File: config.mk
export PLATFORM = sky130hd
export DESIGN_NAME = fmul_result_stage
export DESIGN_NICKNAME = d
export VERILOG_FILES = /design/src/rtl/fmul_result_stage.sv
export SDC_FILE = /design/constraint.sdc
export NUM_CORES = 1
export LEC_CHECK = 0
export ABC_CLOCK_PERIOD_IN_PS = 3500
export CORE_MARGIN = 2
export CORE_UTILIZATION = 49
export CTS_BUF_LIST = sky130_fd_sc_hd__clkbuf_16
export DETAILED_ROUTE_END_ITERATION = 6
export PLACE_DENSITY = 0.9
export RECOVER_POWER = 100
export SETUP_SLACK_MARGIN = 0.4
export SYNTH_ARGS = -nofsm -noshare
export SYNTH_HDL_FRONTEND = slang
export SYNTH_SLANG_ARGS = --single-unit
File: constraint.sdc
create_clock -name clk -period 3.5 [get_ports clk]
set_clock_uncertainty 0.2 [all_clocks]
set_input_delay 0.7 -clock clk [delete_from_list [all_inputs] [get_ports clk]]
set_output_delay 0.7 -clock clk [all_outputs]
set_load 0.02 [all_outputs]
File: src/rtl/fmul_result_stage.sv
// Registered 2-entry skid-buffer output stage for the fmul result, with result
// classification and sticky/counted overflow status. Optional: FMUL_NAN_CANON_EN.
module fmul_result_stage #(
  parameter int unsigned CNT_W = 8
) (
  input  logic             clk,
  input  logic             rst,
  input  logic             in_valid,
  output logic             in_ready,
  input  logic [31:0]      in_y,
  input  logic             in_ovf,
  output logic             out_valid,
  input  logic             out_ready,
  output logic [31:0]      out_y,
  output logic             out_ovf,
  output logic [2:0]       out_cls,
  output logic             ovf_sticky,
  output logic [CNT_W-1:0] ovf_cnt,
  input  logic             flag_clr
);

  localparam logic [2:0] CLS_ZERO   = 3'd0;
  localparam logic [2:0] CLS_NORMAL = 3'd1;
  localparam logic [2:0] CLS_INF    = 3'd2;
  localparam logic [2:0] CLS_NAN    = 3'd3;
  localparam logic [2:0] CLS_DENORM = 3'd4;

  localparam logic [1:0] OCC_EMPTY = 2'd0;
  localparam logic [1:0] OCC_ONE   = 2'd1;
  localparam logic [1:0] OCC_FULL  = 2'd2;

  logic [1:0]       r_occ;
  logic             r_in_ready;
  logic             r_out_valid;
  logic [31:0]      r_head_y;
  logic             r_head_ovf;
  logic [2:0]       r_head_cls;
  logic [31:0]      r_skid_y;
  logic             r_skid_ovf;
  logic [2:0]       r_skid_cls;
  logic             r_sticky;
  logic [CNT_W-1:0] r_cnt;

  logic             w_push;
  logic             w_pop;
  logic [7:0]       w_exp;
  logic [22:0]      w_man;
  logic [2:0]       w_cls;
  logic [31:0]      w_y;
  logic [1:0]       w_occ_nxt;

  assign w_push = in_valid & r_in_ready;
  assign w_pop  = r_out_valid & out_ready;
  assign w_exp  = in_y[30:23];
  assign w_man  = in_y[22:0];

  always_comb begin
    w_cls = CLS_NORMAL;
    if (w_exp == 8'h00) begin
      w_cls = (w_man == '0) ? CLS_ZERO : CLS_DENORM;
    end else if (w_exp == 8'hFF) begin
      w_cls = (w_man == '0) ? CLS_INF : CLS_NAN;
    end
  end

`ifdef FMUL_NAN_CANON_EN
  assign w_y = (w_cls == CLS_NAN) ? 32'h7FC0_0000 : in_y;
`else
  assign w_y = in_y;
`endif

  always_comb begin
    w_occ_nxt = r_occ;
    case (r_occ)
      OCC_EMPTY: if (w_push) w_occ_nxt = OCC_ONE;
      OCC_ONE: begin
        if (w_push && !w_pop)      w_occ_nxt = OCC_FULL;
        else if (!w_push && w_pop) w_occ_nxt = OCC_EMPTY;
      end
      OCC_FULL:  if (w_pop) w_occ_nxt = OCC_ONE;
      default:   w_occ_nxt = OCC_EMPTY;
    endcase
  end

  // Head is the output register; the skid entry only fills when head is held.
  always_ff @(posedge clk) begin
    if (rst) begin
      r_occ       <= OCC_EMPTY;
      r_in_ready  <= 1'b1;
      r_out_valid <= 1'b0;
      r_head_y    <= '0;
      r_head_ovf  <= 1'b0;
      r_head_cls  <= CLS_ZERO;
      r_skid_y    <= '0;
      r_skid_ovf  <= 1'b0;
      r_skid_cls  <= CLS_ZERO;
    end else begin
      r_occ       <= w_occ_nxt;
      r_in_ready  <= (w_occ_nxt != OCC_FULL);
      r_out_valid <= (w_occ_nxt != OCC_EMPTY);
      case (r_occ)
        OCC_EMPTY: begin
          if (w_push) begin
            r_head_y   <= w_y;
            r_head_ovf <= in_ovf;
            r_head_cls <= w_cls;
          end
        end
        OCC_ONE: begin
          if (w_push && w_pop) begin
            r_head_y   <= w_y;
            r_head_ovf <= in_ovf;
            r_head_cls <= w_cls;
          end else if (w_push) begin
            r_skid_y   <= w_y;
            r_skid_ovf <= in_ovf;
            r_skid_cls <= w_cls;
          end
        end
        OCC_FULL: begin
          if (w_pop) begin
            r_head_y   <= r_skid_y;
            r_head_ovf <= r_skid_ovf;
            r_head_cls <= r_skid_cls;
          end
        end
        default: ;
      endcase
    end
  end

  // An overflow accept outranks a simultaneous clear: the event restarts the count at 1.
  always_ff @(posedge clk) begin
    if (rst) begin
      r_sticky <= 1'b0;
      r_cnt    <= '0;
    end else if (w_push && in_ovf) begin
      r_sticky <= 1'b1;
      if (flag_clr)          r_cnt <= CNT_W'(1);
      else if (r_cnt != '1)  r_cnt <= r_cnt + CNT_W'(1);
    end else if (flag_clr) begin
      r_sticky <= 1'b0;
      r_cnt    <= '0;
    end
  end

  assign in_ready   = r_in_ready;
  assign out_valid  = r_out_valid;
  assign out_y      = r_head_y;
  assign out_ovf    = r_head_ovf;
  assign out_cls    = r_head_cls;
  assign ovf_sticky = r_sticky;
  assign ovf_cnt    = r_cnt;

endmodule

==> Yosys cells after proc, flatten, opt, wreduce, memory -nomap -nowiden <==
Cells that the tools add are included.
{ "op_classes": {"add_sub_neg": 1, "n_mul": 0, "n_div": 0, "magnitude_cmp": 0, "n_eq_ne": 8, "n_shift": 0, "mux": 27, "n_bitwise": 3, "reduce_logical": 16} }
{ "op_table": {"columns": ["op", "n"], "rows": [
  ["32-bit two-way mux", 3],
  ["32-bit one-hot mux with 3 select lines", 1],
  ["8-bit two-way mux", 4],
  ["23-bit logical NOT", 1],
  ["3-bit two-way mux", 5],
  ["2-bit two-way mux", 5],
  ["3-bit one-hot mux with 3 select lines", 1],
  ["8-bit by 1-bit adder with 8-bit output, second input constant", 1],
  ["8-bit == test, second input constant", 1],
  ["8-bit logical NOT", 1],
  ["2-bit != test, second input constant", 4],
  ["8-bit != test, second input constant", 1],
  ["1-bit two-way mux", 6],
  ["2-bit one-hot mux with 3 select lines", 1],
  ["2-bit nonzero test", 3],
  ["1-bit logical AND", 4],
  ["4-bit AND reduction", 1],
  ["1-bit one-hot mux with 3 select lines", 1],
  ["3-bit AND reduction", 1],
  ["3-bit nonzero test", 1],
  ["1-bit bitwise AND", 2],
  ["2-bit by 1-bit == test with 1-bit output, second input constant", 1],
  ["2-bit == test, second input constant", 1],
  ["1-bit logical NOT", 2],
  ["3 further kinds", 3]
]} }
{ "totals": {"reg_bits": 85, "latchBits": 0, "ramBits": 0, "rom_bits": 0, "input_bits": 38, "output_inout_bits": 47, "elab_cells": 66, "memories": 0} }

==> Logic depth before layout (Yosys ltp) <==
{ "logic_depth": {"ltp_word": 7, "depth_mapped": 6, "mapped_depth_nobuf": 5} }

==> Least setup slack after synthesis <==
Ideal clock, no wire load.
{ "synth_path": {"kind": "in2reg", "from": "in in_y[27]", "to": "reg r_head_cls[0], in the netlist out_cls[0]", "setup_ps": 124, "arrival_time_ps": 1597, "required_ps": 3176, "path_slack_ps": 1579, "stages": 4, "n_path_buf": 0, "path_cell_list": "or4_1 nor2_2 a311o_1 nor3_1"} }
{ "synth_via": {"elab_chain_cells": 5, "word_cells_on_any_way": 7} }
{ "synth_rtl": {"columns": ["element", "line_no", "text"], "rows": [
  ["start: declaration", "10", "input logic [31:0] in_y,"],
  ["8-bit == test", "61", "end else if (w_exp == 8'hFF) begin"],
  ["2-bit two-way mux", "61", null],
  ["3-bit two-way mux (*)", "59", "if (w_exp == 8'h00) begin"],
  ["3-bit two-way mux, on equally long branches", "110, 103", null],
  ["3-bit one-hot mux with 3 select lines (*)", "101", "case (r_occ)"],
  ["end signal: assignment", "106", "r_head_cls <= w_cls;"],
  ["end signal: assignment", "113", "r_head_cls <= w_cls;"],
  ["end signal: assignment", "124", "r_head_cls <= r_skid_cls;"],
  ["end: declaration", "37", "logic [2:0] r_head_cls;"]
]} }
Every way passes the cells marked *; elsewhere a longest branch is shown, timed or not. The select of a mux whose other input is x is not followed.
A chain may end at the register's enable or synchronous reset.

==> Worst setup path after layout <==
{ "layout_path": {"from": "in in_valid", "to": "reg r_skid_y[2]"} }
{ "layout_via": {"elab_chain_cells": 4} }
{ "layout_rtl": {"columns": ["element", "line_no", "text"], "rows": [
  ["start: declaration", "8", "input logic in_valid,"],
  ["1-bit bitwise AND (*)", "52", "assign w_push = in_valid & r_in_ready;"],
  ["1-bit logical AND", "110", "if (w_push && w_pop) begin"],
  ["1-bit inverter (no source line)", null, null],
  ["3-bit AND reduction (no source line) (*)", null, null],
  ["end signal: assignment", "115", "r_skid_y <= w_y;"],
  ["end: declaration", "38", "logic [31:0] r_skid_y;"]
]} }
Every way passes the cells marked *; elsewhere a longest branch is shown, timed or not.

==> results by group <==
Run status
  • Status: finished clean

Clock tree
  • CTS Buffer Depth: 2
  • TritonCTS clock tree: done
  • Clock sinks: 85
  • Post-CTS setup buffer count: 0
  • H-Tree Depth: 3
  • Clock latency on the worst-skew pair: 0.33 ns
  • CTS resizes: 0
  • CTS root buf: clkbuf_16
  • Clock slew at reported path FFs: 0.06 ns
  • Hold buffers post-CTS: 0
  • TritonCTS Buffers: 9

Yosys
  • Distinct cells, synth: 46
  • Synth async-reset ratio: 0%
  • Synth Flop Type: dfxtp_1
  • Mean post-synth cell area: 9.039 um2
  • Gate Count Post-Synth: 406
  • Flops & latches, synth: 85
  • Sequential-to-total area share from yosys stat: 46.37%
  • Synth warn: 0
  • Synthesized area: 3670 um2
  • Syn_nets: 445
  • Post-synth EDFFs: 0

Layout
  • P&R area growth vs syn: 28.91%
  • Design area: 4731 um2
  • Share of cells above drive strength 1: 6.832%
  • Layout Utilization: 65.22%
  • Multi-input combinational cell area: 1757 um2
  • Antenna Cells: 0
  • # nets final: 517
  • Area occupied by registers: 1702 um2
  • FILL cells: 607

Placed design
  • Port-buffer cells: 84
  • Area after DPL: 4523 um2
  • Gpl congestion: 0.7554
  • DP HPWL: 6011 um
  • Worst slack at placement: 0.7771 ns

Critical path
  • R2r setup slk: 1.24 ns
  • R2r endpoint: r_skid_y[2]
  • Crit path capture type: flip-flop
  • CP Launch Type: input port
  • CP Data Required Time: 3.50 ns
  • CP Max Fanout: 22
  • Worst EP arrival: 2.81 ns
  • RR Startpoint: in_ready
  • Reg2Reg Depth: 5
  • Critical setup path kind: input port to flip-flop

Worst hold path
  • Worst hold start: r_skid_y[23]
  • Hold Crit Class: flip-flop to flip-flop
  • Worst hold endpoint: r_skid_y[23]
  • Hold Path Stages: 2

Power
  • Sw Pwr: 734.3 uW
  • Power share of the clock group: 33.4%
  • Sw frac: 29.34%
  • Sequential Power Share: 44.4%
  • Pwr Density: 529.0 nW/um2
  • Pleak: 0.001955 uW
  • Peak supply drop: 0.2412 mV
  • Power Internal: 1768 uW
  • Logic pwr share: 22.2%

GRT
  • Vias in the first global route: 3198
  • GR Overflow Total: 0
  • Gr usage total: 22.26%
  • Initial antenna violation count: 0
  • Largest net degree at the start of global routing: 71
  • First-pass GRT wire length: 15000 um

Route
  • Initial DRT Pass Iterations: 4
  • Vias per inst: 5.534
  • Routed wire length: 8794 um
  • Antenna-violating nets left: 0
  • DRT iter0 DRCs: 174
  • Post-DR wirelength/cell: 15.11 um
  • Vias: 3221
  • DRC: 0

Floorplan
  • Die Area: 8197 um2
  • Initial Util: 50.60%
  • Top Ports: 85
  • Die span in y: 90.54 um
  • Core Rows: 31
  • Die Wd: 90.54 um
  • Core area: 7253 um2

Timing
  • Slew margin rel.: 25.53%
  • Unrepaired setup endpoints after global routing: no
  • Hold_ws: 0.2581 ns
  • Hold Violations, Final: 0
  • Pins Over Slew Limit: 0
  • Fmax: 355.4 MHz
  • TNS Setup: 0 ns
  • # setup viols final: 0
  • Worst-margin pin slew: 1.117 ns
  • Period utilization: 80.40%
  • Final worst path period need: 2.814 ns
  • Final WS setup: 0.6860 ns

Job
  • Max-cap viol count: 0
## worst max-delay path by stage
stage                     cells past startpoint      endpoint  slack (ns)  startpoint
after floorplan                               4    out_cls[0]        1.58    in_y[27]
after global placement                        6  r_skid_y[16]        0.87    in_valid
after detailed placement                      6   r_skid_y[2]        0.78    in_valid
after CTS                                     1      in_ready        1.12    in_ready
after global routing                          6   r_skid_y[9]        0.51    in_valid
final                                         6   r_skid_y[2]        0.69    in_valid
## flip-flops by register name, summed over array words and instances, names as in the netlist
| name | cells |
|---|---|
| out_ovf | 1 |
| in_ready | 1 |
| ovf_sticky | 1 |
| r_skid_y | 32 |
| r_occ | 2 |
| out_valid | 1 |
| r_skid_ovf | 1 |
| out_cls | 3 |
| r_skid_cls | 3 |
| ovf_cnt | 8 |
| out_y | 32 |
## Yosys cell counts, types with 3 or more instances
cell	count	area share (%)
clkbuf_1	10	1.0
o41ai_1	3	0.72
a211oi_1	22	4.5
nor3_1	3	0.41
a211oi_2	14	4.8
buf_6	3	0.92
clkbuf_4	3	0.61
dfxtp_1	85	46
mux2i_1	35	9.5
inv_1	3	0.31
a21oi_1	42	5.7
nand4_1	8	1.4
nand2b_1	3	0.51
nand2_1	76	7.8
buf_2	10	1.4
nor2_1	42	4.3
nor4_1	6	1.0
## per-layer routing
metal	vias to the layer above	GRT usage (%)	share of wire, %
met5	-	0	0
met4	0	9.103	1.8
met3	17	4.424	4.7
met2	99	37.87	48
met1	1506	27.52	45
li1	1599	-	-
## layout by cell type, fill, tap and decap left out, types with 3 or more instances in the layout
cell type / n
dfxtp_1: 85
dlygate4sd3_1: 48
clkdlybuf4s50_1: 35
a211oi_1: 27
nand2_1: 76
clkbuf_16: 9
nand4_1: 8
inv_1: 3
nor2_1: 42
a211oi_2: 9
o41ai_1: 3
clkinv_1: 4
a21oi_1: 42
nor4_1: 6
nor3_1: 3
mux2i_1: 35
## worst max-delay path: stages
cell and delay [ns]:
dlygate4sd3_1 0.67, and3b_1 0.28, nand3_1 0.44, clkbuf_2 0.46, nand2_1 0.18, a21oi_1 0.07
## through the flow
| step | total power [uW] | instances |
|---|---|---|
| after floorplan | 1495 | 406 |
| after global placement | 1706 | 566 |
| after detailed placement | 1731 | 566 |
| after CTS | 2559 | 582 |
| after global routing | 2614 | 582 |
| final | 2502 | 582 |
## layout make-up
type | instances | area share, %
well taps | 99 | 2.618
flip-flops and latches | 85 | 35.97
inverters | 3 | 0.2380
clock inverters | 7 | 0.6876
repair buffers | 89 | 18.59
clock buffers | 9 | 4.761
multi-input cells | 290 | 37.13
## power groups by stage
stage / sequential, uW / clock [uW] / combinational [uW]
after floorplan: 1210 / 0 / 284
after global placement: 1130 / 0 / 576
after detailed placement: 1130 / 0 / 596
after CTS: 1110 / 845 / 599
after global routing: 1120 / 885 / 606
final: 1110 / 836 / 555
## cell families after synthesis
logic type	count (synthesis)	share of synthesized area (%)
AND/OR/NAND/NOR	156	18.99
XOR/XNOR	1	0.2387
flip-flops	85	46.37
buffers and inverters	31	4.637
adder cells (fa/ha/maj)	1	0.3409
multiplexers	36	9.853
AO/OA/AOI/OAI	96	19.57
Power figures use the tool's default switching activity.
